## config.mk

```make
export PLATFORM = sky130hd
export DESIGN_NAME = pc_sequencer
export DESIGN_NICKNAME = d
export VERILOG_FILES = /design/src/rtl/pc_sequencer.sv
export SDC_FILE = /design/constraint.sdc
export NUM_CORES = 1
export LEC_CHECK = 0
export CAP_MARGIN = 10
export CORE_ASPECT_RATIO = 0.7
export CORE_MARGIN = 3
export CORE_UTILIZATION = 60
export CTS_CLUSTER_DIAMETER = 100
export DETAILED_ROUTE_END_ITERATION = 6
export DONT_BUFFER_PORTS = 1
export PLACE_DENSITY = 0.79
export SKIP_CTS_REPAIR_TIMING = 1
export SYNTH_ARGS = -nofsm -noshare
export SYNTH_HDL_FRONTEND = slang
export SYNTH_SLANG_ARGS = --single-unit
```

## constraint.sdc

```tcl
create_clock -name clk -period 4.7 [get_ports clk]
set_input_delay 0.235 -clock clk [delete_from_list [all_inputs] [get_ports clk]]
set_output_delay 0.235 -clock clk [all_outputs]
set_load 0.01 [all_outputs]
```

## src/rtl/pc_sequencer.sv

```systemverilog
// Program-counter sequencer: branch/jump target selection, misaligned-target trap
// capture and a circular return-address stack.
module pc_sequencer #(
    parameter int unsigned                  DATA_WIDTH   = 32,
    parameter logic [DATA_WIDTH-1:0]        RESET_VECTOR = DATA_WIDTH'(32'h0000_0000),
    parameter logic [DATA_WIDTH-1:0]        TRAP_VECTOR  = DATA_WIDTH'(32'h0000_0100),
    parameter int unsigned                  RAS_DEPTH    = 4
) (
    input  logic                  clk,
    input  logic                  rst_n,
    input  logic [DATA_WIDTH-1:0] addr_offset,
    input  logic [DATA_WIDTH-1:0] alu_result,
    input  logic [2:0]            jump_type,
    input  logic                  update_pc,
    input  logic                  ras_push,
    input  logic                  ras_pop,
    input  logic                  trap_return,
    output logic [DATA_WIDTH-1:0] pc_current,
    output logic [DATA_WIDTH-1:0] pc_plus_4,
    output logic [DATA_WIDTH-1:0] pc_next,
    output logic [DATA_WIDTH-1:0] ras_top,
    output logic                  ras_valid,
    output logic                  trap_pulse,
    output logic [DATA_WIDTH-1:0] trap_epc,
    output logic [DATA_WIDTH-1:0] trap_tval
);

    localparam logic [2:0] JUMP_IF_0 = 3'd1;
    localparam logic [2:0] JUMP_IF_1 = 3'd2;
    localparam logic [2:0] JUMP_JAL  = 3'd3;
    localparam logic [2:0] JUMP_JALR = 3'd4;
    localparam logic [2:0] JUMP_ZERO = 3'd5;

    localparam int unsigned PW = (RAS_DEPTH > 1) ? $clog2(RAS_DEPTH) : 1;
    localparam int unsigned CW = $clog2(RAS_DEPTH + 1);
    localparam logic [PW-1:0] PTR_MAX = PW'(RAS_DEPTH - 1);
    localparam logic [CW-1:0] CNT_MAX = CW'(RAS_DEPTH);

    logic [DATA_WIDTH-1:0] r_pc;
    logic                  r_trap_pulse;
    logic [DATA_WIDTH-1:0] r_trap_epc;
    logic [DATA_WIDTH-1:0] r_trap_tval;
    logic [DATA_WIDTH-1:0] r_ras [RAS_DEPTH];
    logic [PW-1:0]         r_ptr;
    logic [CW-1:0]         r_count;

    logic [DATA_WIDTH-1:0] w_pc_plus_4;
    logic [DATA_WIDTH-1:0] w_branch_tgt;
    logic [DATA_WIDTH-1:0] w_raw_tgt;
    logic [DATA_WIDTH-1:0] w_pc_next;
    logic                  w_misaligned;
    logic                  w_trap_taken;
    logic                  w_ras_ok;
    logic                  w_do_push;
    logic                  w_do_pop;
    logic [PW-1:0]         w_ptr_inc;
    logic [PW-1:0]         w_ptr_dec;
    logic [PW-1:0]         w_ptr_d;
    logic [CW-1:0]         w_count_d;
    logic                  w_ras_we;
    logic [PW-1:0]         w_ras_waddr;

    assign w_pc_plus_4  = r_pc + DATA_WIDTH'(4);
    assign w_branch_tgt = r_pc + addr_offset;

    always_comb begin
        w_raw_tgt = w_pc_plus_4;
        case (jump_type)
            JUMP_IF_0: if (!alu_result[0]) w_raw_tgt = w_branch_tgt;
            JUMP_IF_1: if (alu_result[0]) w_raw_tgt = w_branch_tgt;
            JUMP_JAL:  w_raw_tgt = w_branch_tgt;
            JUMP_JALR: w_raw_tgt = {alu_result[DATA_WIDTH-1:1], 1'b0};
            JUMP_ZERO: w_raw_tgt = '0;
            default:   w_raw_tgt = w_pc_plus_4;
        endcase
    end

    assign w_misaligned = (w_raw_tgt[1:0] != 2'b00);

    always_comb begin
        if (trap_return) begin
            w_pc_next = r_trap_epc;
        end else if (w_misaligned) begin
            w_pc_next = TRAP_VECTOR;
        end else begin
            w_pc_next = w_raw_tgt;
        end
    end

    // A trap return or a trap both leave the return-address stack untouched.
    assign w_trap_taken = update_pc && !trap_return && w_misaligned;
    assign w_ras_ok     = update_pc && !trap_return && !w_misaligned;
    assign w_do_push    = w_ras_ok && ras_push;
    assign w_do_pop     = w_ras_ok && ras_pop;

    assign w_ptr_inc = (r_ptr == PTR_MAX) ? '0 : r_ptr + PW'(1);
    assign w_ptr_dec = (r_ptr == '0) ? PTR_MAX : r_ptr - PW'(1);

    // r_ptr indexes the top entry whenever r_count is non-zero; pushing past a full
    // stack advances over the oldest entry.
    always_comb begin
        w_ras_we    = 1'b0;
        w_ras_waddr = r_ptr;
        w_ptr_d     = r_ptr;
        w_count_d   = r_count;
        if (w_do_push && w_do_pop) begin
            w_ras_we    = 1'b1;
            w_ras_waddr = r_ptr;
            if (r_count == '0) begin
                w_count_d = CW'(1);
            end
        end else if (w_do_push) begin
            w_ras_we    = 1'b1;
            w_ras_waddr = w_ptr_inc;
            w_ptr_d     = w_ptr_inc;
            if (r_count != CNT_MAX) begin
                w_count_d = r_count + CW'(1);
            end
        end else if (w_do_pop && (r_count != '0)) begin
            w_ptr_d   = w_ptr_dec;
            w_count_d = r_count - CW'(1);
        end
    end

    always_ff @(posedge clk or negedge rst_n) begin
        if (!rst_n) begin
            r_pc         <= RESET_VECTOR;
            r_trap_pulse <= 1'b0;
            r_trap_epc   <= '0;
            r_trap_tval  <= '0;
            r_ptr        <= '0;
            r_count      <= '0;
        end else begin
            r_trap_pulse <= w_trap_taken;
            if (update_pc) begin
                r_pc <= {w_pc_next[DATA_WIDTH-1:2], 2'b00};
            end
            if (w_trap_taken) begin
                r_trap_epc  <= r_pc;
                r_trap_tval <= w_raw_tgt;
            end
            r_ptr   <= w_ptr_d;
            r_count <= w_count_d;
        end
    end

    always_ff @(posedge clk) begin
        if (w_ras_we) begin
            r_ras[w_ras_waddr] <= w_pc_plus_4;
        end
    end

    assign pc_current = r_pc;
    assign pc_plus_4  = w_pc_plus_4;
    assign pc_next    = w_pc_next;
    assign ras_valid  = (r_count != '0);
    assign ras_top    = ras_valid ? r_ras[r_ptr] : '0;
    assign trap_pulse = r_trap_pulse;
    assign trap_epc   = r_trap_epc;
    assign trap_tval  = r_trap_tval;

endmodule

```

### Word level (Yosys, flattened, before mapping)

Memory sizes are Yosys's and may differ from the RTL's.
Cells that the tools add are included.

* equal/unequal tests: 9
* reduce and logical (&&, ||, !) cells: 17
* add/subtract/negate cells: 6
* muxes and demuxes: 21
* bitwise operators: 1

Operator list (number)
* two-way mux 32 bit: 5
* case mux 32 bit (5 select lines): 1
* adder 32 x 3 -> 32 bit (second input constant): 1
* adder 32 bit: 1
* two-way mux 3 bit: 5
* two-way mux 2 bit: 6
* logical AND 1 bit: 7
* equality test 3 x 2 -> 1 bit (second input constant): 2
* equality test 3 bit (second input constant): 2
* nonzero test 3 bit: 2
* two-way mux 1 bit: 4
* nonzero test 2 bit: 2
* adder 3 x 1 -> 3 bit (second input constant): 1
* equality test 3 x 1 -> 1 bit (second input constant): 1
* zero test 3 bit: 1
* != test 3 x 1 -> 1 bit (second input constant): 1
* != test 3 bit (second input constant): 1
* AND reduction 3 bit: 1
* subtractor 3 x 1 -> 3 bit (second input constant): 1
* adder 2 x 1 -> 2 bit (second input constant): 1
* equality test 2 bit (second input constant): 1
* zero test 1 bit: 2
* zero test 2 bit: 1
* != test 2 x 1 -> 1 bit (second input constant): 1
* other kinds (3): 3

* register bits after elaboration: 98
* word-level logic and storage cells: 61
* memories kept: 1
* RAM bits: 128
* input bits: 73
* output and inout port bits: 194

Memory list
* r_ras: depth 4, width 32, read ports 1, clocked after memory_dff 0, wr ports 1, line 43 `logic [DATA_WIDTH-1:0] r_ras [RAS_DEPTH];`

### Logic depth before layout (Yosys ltp)

Gate-level depths: netlist of run 1.

* depth in word-level cells: 11
* depth in mapped cells: 12
* depth with buffers taken out: 12

### Worst setup path after synthesis of run 1

Ideal clock, no wire load.

* kind: reg-to-reg
* start point: reg r_ptr[1]
* end point: mem r_ras[2][10] (enable)
* arrival time: 3073 ps
* setup time: 417 ps
* data required time: 4283 ps
* path buffers: 2
* slack: 1210 ps
* cell stages (with the launch flop): 8
* clock period less this slack: 3490 ps
* path through: dfrtp_1 > clkbuf_1 > buf_1 > inv_1 > ha_1 > inv_1 > o32a_1 > nor2_1

* longest elaborated chain between the ends: 4
* elaborated cells between the ends (all ways): 5
* classes of those cells: add/sub: 1; eq/ne: 1; mux: 3

RTL lines
* start, declared: line 44 `logic [PW-1:0] r_ptr;`
* start signal, assigned: line 142 `r_ptr <= w_ptr_d;`
* adder 2 x 1 -> 2 bit or equality test 2 bit (tied branches): line 96 `assign w_ptr_inc = (r_ptr == PTR_MAX) ? '0 : r_ptr + PW'(1);`
* two-way mux 2 bit: line 96
* two-way mux 2 bit: line 112 `end else if (w_do_push) begin`
* two-way mux 2 bit (*): line 106 `if (w_do_push && w_do_pop) begin`
* end, declared: line 43

Mark *: on every way between the ends. The rest lies on a longest branch, timed or not.

### Final worst setup path of run 1

* start point: reg r_pc[2] (netlist: pc_current[2])
* end point: out pc_next[30]

* longest elaborated chain between the ends: 5
* elaborated cells between the ends (all ways): 7
* classes of those cells: add/sub: 2; mux: 5

RTL lines
* start, declared: line 39 `logic [DATA_WIDTH-1:0] r_pc;`
* start signal, assigned: line 136 `r_pc <= {w_pc_next[DATA_WIDTH-1:2], 2'b00};`
* adder 32 x 3 -> 32 bit or adder 32 bit (tied branches): line 63, 64
* two-way mux 32 bit, on equally long branches: line 70, 69
* case mux 32 bit (5 select lines) (*): line 68 `case (jump_type)`
* two-way mux 32 bit (*): line 83 `end else if (w_misaligned) begin`
* two-way mux 32 bit (*): line 81 `if (trap_return) begin`
* end, declared: line 20 `output logic [DATA_WIDTH-1:0] pc_next,`

Marked as above.

==> results of run 1 <==
## worst min-delay path, stage by stage
cell and delay, ps:
nand3_1 40, o21ai_0 70, a21o_1 80
## report_power, final
group | internal (mW) | leakage [nW] | total [mW] | switching, mW
sequential | 2.35 | 2.40 | 2.80 | 0.456
combinational | 0.728 | 2.21 | 1.86 | 1.13
clock | 0.853 | 0.310 | 1.52 | 0.668
total | 3.93 | 4.93 | 6.18 | 2.25
## per-layer routing
metal | routed length (um) | up-vias | track usage
li1 | - | 3709 | -
met1 | 13700 | 4041 | 0.470
met2 | 13200 | 572 | 0.408
met3 | 4300 | 57 | 0.0970
met4 | 843 | 0 | 0.0745
met5 | 0 | - | 0
## worst paths after layout
check,startpoint,end,cells past startpoint
setup / recovery,pc_current[2],pc_next[30],12
hold / removal,trap_return,pc_current[26],3
setup reg to reg,pc_current[2],pc_current[20],12
hold reg to reg,r_count[0],r_count[0],1
max in group asynchronous,rst_n,trap_epc[7],2
min in group asynchronous,rst_n,r_ptr[0],2
## flip-flops by register name, indices dropped and copies added, names as in the netlist
signal and count:
pc_current 30, r_ras 120, trap_pulse 1, r_ptr 2
trap_epc 30, r_count 3, trap_tval 32
## cells in the mapped netlist, drive strengths merged (3+ instances only)
library cell	instances	area, um^2
nand2	168	631
edfxtp	120	3600
dfrtp	98	2450
o21ai	87	439
clkbuf	52	198
and2	35	219
nor2	35	139
xnor2	35	307
a21oi	33	165
ha	32	400
mux4	30	676
mux2	24	270
nand3	22	110
inv	20	75.1
buf	19	111
a21o	18	135
a222oi	16	160
nand4	14	87.6
xor2	13	114
a31oi	12	75.1
and3	11	68.8
a22o	9	78.8
a211oi	8	60.1
o31ai	8	73.8
a22oi	7	52.6
and4	7	63.8
nor2b	7	43.8
nor3	7	35.0
o21a	7	52.6
o221ai	7	61.3
nand2b	6	37.5
a221oi	5	43.8
or3	4	25.0
nand3b	3	22.5
o21bai	3	22.5
o22ai	3	18.8
o32a	3	30.0
## per-stage QoR
stage | hold slack [ps] | util | worst slack (ps)
2_1_floorplan | -60.6 | - | 1210
3_3_place_gp | -58.1 | 0.630 | 1220
3_5_place_dp | -57.7 | 0.630 | 1140
4_1_cts | -594 | 0.664 | 620
5_1_grt | 2.40 | 0.670 | 273
6_report | -22.1 | 0.670 | 555
## cell type report
| class | count | area [um^2] |
|---|---|---|
| sequential | 218 | 6060 |
| fill | 1360 | 6040 |
| multi-input combinational | 710 | 4990 |
| clock buffer | 26 | 564 |
| tap | 236 | 295 |
| timing repair buffer | 25 | 238 |
| inverter | 20 | 75.1 |
| clock inverter | 11 | 57.6 |
## logic make-up (layout without fill, tap and decap cells)
| family | after synthesis | count (layout) | share of synthesized area |
|---|---|---|---|
| mux | 56 | 56 | 0.0849 |
| other cells | 1 | 10 | 0.000330 |
| compound gates | 238 | 238 | 0.139 |
| flops | 218 | 218 | 0.533 |
| fa+ha+maj | 34 | 34 | 0.0387 |
| buf+inv | 91 | 82 | 0.0338 |
| simple gates | 324 | 324 | 0.134 |
| xor+xnor | 48 | 48 | 0.0370 |
==> results.md, run 1 <==
* Crit. End Element: output port
* Die area at 0.0207 mm^2
* Most frequent cells in the layout: 168 x nand2_1, 120 x edfxtp_1, 97 x dfrtp_1
* Yosys Warn Count at 0
* CP cell instances: ha_1, inv_1, fa_1, nand2b_1, a21oi_1, o21ai_0, a211o_1, nand3b_1, o21bai_1, xnor2_1, a222oi_1, o21ai_0
* GRT Total Usage at 0.301
* Slew headroom at 0.244
* Max frequency at 0.241 GHz
* Fraction of registers with async set/reset at 0.450
* Final Hold Slack at -22.1 ps
* Power per cell area at 503 mW/mm^2
* Number of flops mapped to enable cells by yosys at 120
* Clk_lat worst skew at 500 ps
* Failing checks: design-rule violations, negative hold slack
* Drt first pass iters at 7
* Number of CTS-inserted buffers at 21
* Root Driver: clkbuf_16
* Largest incremental delay on the critical path at 500 ps
* DIE HEIGHT at 121 um
* Layout area overhead at 7.93%
* Design Area, Final at 0.0123 mm^2
* Largest net degree at the start of global routing at 99
* Worst endpoint required time at 4470 ps
* CP Max Fanout at 7
* Critical Path Start Type: flop
* Clk slew on worst S/H paths at 60 ps
* Dpl cell area at 0.0115 mm^2
* Yosys reg bits at 218
* Ports at 267
* Fin crit period at 4140 ps
* Placer congestion estimate at 0.997
* Mapped Cells at 1010
* Placed insts at 1200
* Final Hold Fails at 5
* Final ANT Viol Nets at 0
* P_leak at 4.93 nW
* Final clock skew at 15.2 ps
* Via count of the first global-routing pass at 7537
* Avg Cell Area, Syn at 11.3 um^2
* Syn Std Cell Area at 0.0114 mm^2
* PortBufs at 0
* Slew @ Worst Pin at 1130 ps
* Layout cells sized above 1 at 0.117
* Congestion Overflow GR at 0
* Global-route wire length before repair at 47.1 mm
* Setup slack, reg-to-reg at 1060 ps
* Top FF cell, synth: edfxtp_1
* Initial Util at 0.621
* Delay-heaviest family, CP: compound AO/OA/AOI/OAI gates
* Starting DRT DRC Count at 911
* CORE AREA at 0.0183 mm^2
* Max Cap Viol at 0
* Final Non-Filler Cells at 1246
* DRC at 40
* Setup tns final at 0 ps
* WL final at 32.0 mm
* H-tree levels at 1
* HP Class: input port to flop
* DR WL/cell at 25.7 um
* Commonest non-fill, non-tap cell in the layout: nand2_1
* Max VDD drop at 0.397 mV
* Critical Path AT at 3910 ps
* Clock sinks at 218
* Clock buffer depth at 3
* Post-route clock period utilization at 0.882
* Vias per cell at 6.72
* Floorplan row count at 41
* Final Slew Violations at 0
* RSZ-0062 raised after global routing: no
* Sequential area share after synthesis at 0.533
* Fin nets at 1103
* Status: finished with violations
* Initial antenna violation count at 0
* Ant. Diodes at 0
* Vias at 8379
* HPWL after detailed placement at 23.3 mm
* CTS tree: yes
* Top cell by count, worst path: o21ai_0
* Total Power at 6.18 mW
* Setup CP Type: flop to output port
* Synth unique cells at 59
* Critical path's slowest cell: dfrtp_1
* Final count of negative-setup-slack endpoints at 0
* DIE WIDTH at 171 um
* CP Buf/Inv Count at 1
No activity file was read; power rests on OpenSTA's default activity.
==> inputs of run 2 (changes only) <==
- BUFFER_PORTS_ARGS: unset -> -buffer_cell sky130_fd_sc_hd__buf_2
- CORE_UTILIZATION: 60 -> 55
- DONT_BUFFER_PORTS: 1 -> unset
- PLACE_DENSITY: 0.79 -> 0.89
==> results.md, run 2 (synthesis results as in run 1) <==
* Largest net degree at the start of global routing at 92
* Critical Path Start Type: flop
* Critical path's slowest cell: a222oi_1
* Slew @ Worst Pin at 954 ps
* Crit. End Element: output port
* Post-route clock period utilization at 0.884
* Final clock skew at 12.5 ps
* Clk slew on worst S/H paths at 70 ps
* Placer congestion estimate at 0.984
* Drt first pass iters at 7
* Clock buffer depth at 3
* Fin nets at 1351
* Clock sinks at 218
* HP Class: input port to flop
* Global-route wire length before repair at 52.4 mm
* Vias at 9347
* DRC at 0
* Root Driver: clkbuf_16
* DIE HEIGHT at 126 um
* Via count of the first global-routing pass at 8870
* Congestion Overflow GR at 0
* CP Max Fanout at 7
* Max FFs per register at 120
* WL final at 34.7 mm
* P_leak at 6.07 nW
* Initial antenna violation count at 2
* Number of CTS-inserted buffers at 21
* Max Cap Viol at 0
* CORE AREA at 0.0201 mm^2
* Max frequency at 0.241 GHz
* Largest incremental delay on the critical path at 490 ps
* Die area at 0.0225 mm^2
* Commonest non-fill, non-tap cell in the layout: buf_2
* Biggest register: r_ras
* Clk_lat worst skew at 500 ps
* Final count of negative-setup-slack endpoints at 0
* Most frequent cells in the layout: 255 x buf_2, 168 x nand2_1, 120 x edfxtp_1
* Final Hold Fails at 0
* Layout area overhead at 18.9%
* Critical Path AT at 3920 ps
* Max VDD drop at 0.300 mV
* CTS tree: yes
* Setup CP Type: flop to output port
* Initial Util at 0.567
* Setup slack, reg-to-reg at 1130 ps
* Worst endpoint required time at 4470 ps
* Status: complete, no violations
* GRT Total Usage at 0.304
* PortBufs at 256
* Final ANT Viol Nets at 0
* Vias per cell at 6.12
* DIE WIDTH at 178 um
* Final Slew Violations at 0
* Total Power at 6.70 mW
* Power per cell area at 495 mW/mm^2
* DR WL/cell at 22.7 um
* CP cell instances: ha_1, inv_1, fa_1, nand2b_1, a21oi_1, o21ai_0, a211o_1, nand3b_1, o21bai_1, xnor2_1, a222oi_1, o21ai_0, buf_2
* Floorplan row count at 43
* Top cell by count, worst path: o21ai_0
* Fin crit period at 4160 ps
* Starting DRT DRC Count at 974
* Layout cells sized above 1 at 0.292
* Ports at 267
* Slew headroom at 0.364
* H-tree levels at 1
* Setup tns final at 0 ps
* HPWL after detailed placement at 25.7 mm
* RSZ-0062 raised after global routing: no
-- run 2: metal layers --
layer,GRT usage,routed length (um)
met1,0.457,14700
met5,0,0
met3,0.0784,4010
met4,0.0720,709
met2,0.449,15200
-- run 2: worst paths after layout --
check,startpoint,endpoint,cells after the start
max reg2reg,pc_current[2],pc_current[20],12
min in group asynchronous,rst_n,trap_tval[0],2
max in group asynchronous,rst_n,trap_epc[3],3
min reg2reg,trap_tval[28],trap_tval[28],2
min,addr_offset[0],trap_tval[0],3
max,pc_current[2],pc_next[30],13
-- run 2: final cells by class --
cell class                      count  area [um^2]
Antenna cell                        2         5.00
Clock inverter                      7         86.3
Clock buffer                       28          562
Tap cell                          270          338
Sequential cell                   218         6060
Fill cell                        1514         6550
Inverter                           20         75.1
Timing Repair Buffer              273         1410
Multi-Input combinational cell    710         4980
-- run 2: stage by stage --
| step | cells | cell area, um^2 | hold slack, ps | setup slack, ps | util |
|---|---|---|---|---|---|
| floorplan | 1019 | 11400 | -60.6 | 1210 | - |
| global placement | 1490 | 12900 | 172 | 1280 | 0.641 |
| detailed placement | 1490 | 12900 | 175 | 1160 | 0.641 |
| CTS | 1525 | 13500 | -352 | 600 | 0.673 |
| global route | 1528 | 13500 | 53.1 | 355 | 0.674 |
| finish | 1528 | 13500 | 23.6 | 544 | 0.674 |
-- run 2: report_power, final --
group | switching, mW | internal (mW)
Clock | 0.670 | 0.946
Combinational | 1.42 | 1.01
Sequential | 0.309 | 2.35
-- run 2: worst max-delay path, delay by kind of cell (launching register included) --
kind / cells / cell delay (ps)
compound gates: 6 / 1620
buf+inv: 2 / 230
xor+xnor: 1 / 130
simple gates: 2 / 350
flops: 1 / 450
fa+ha+maj: 2 / 640
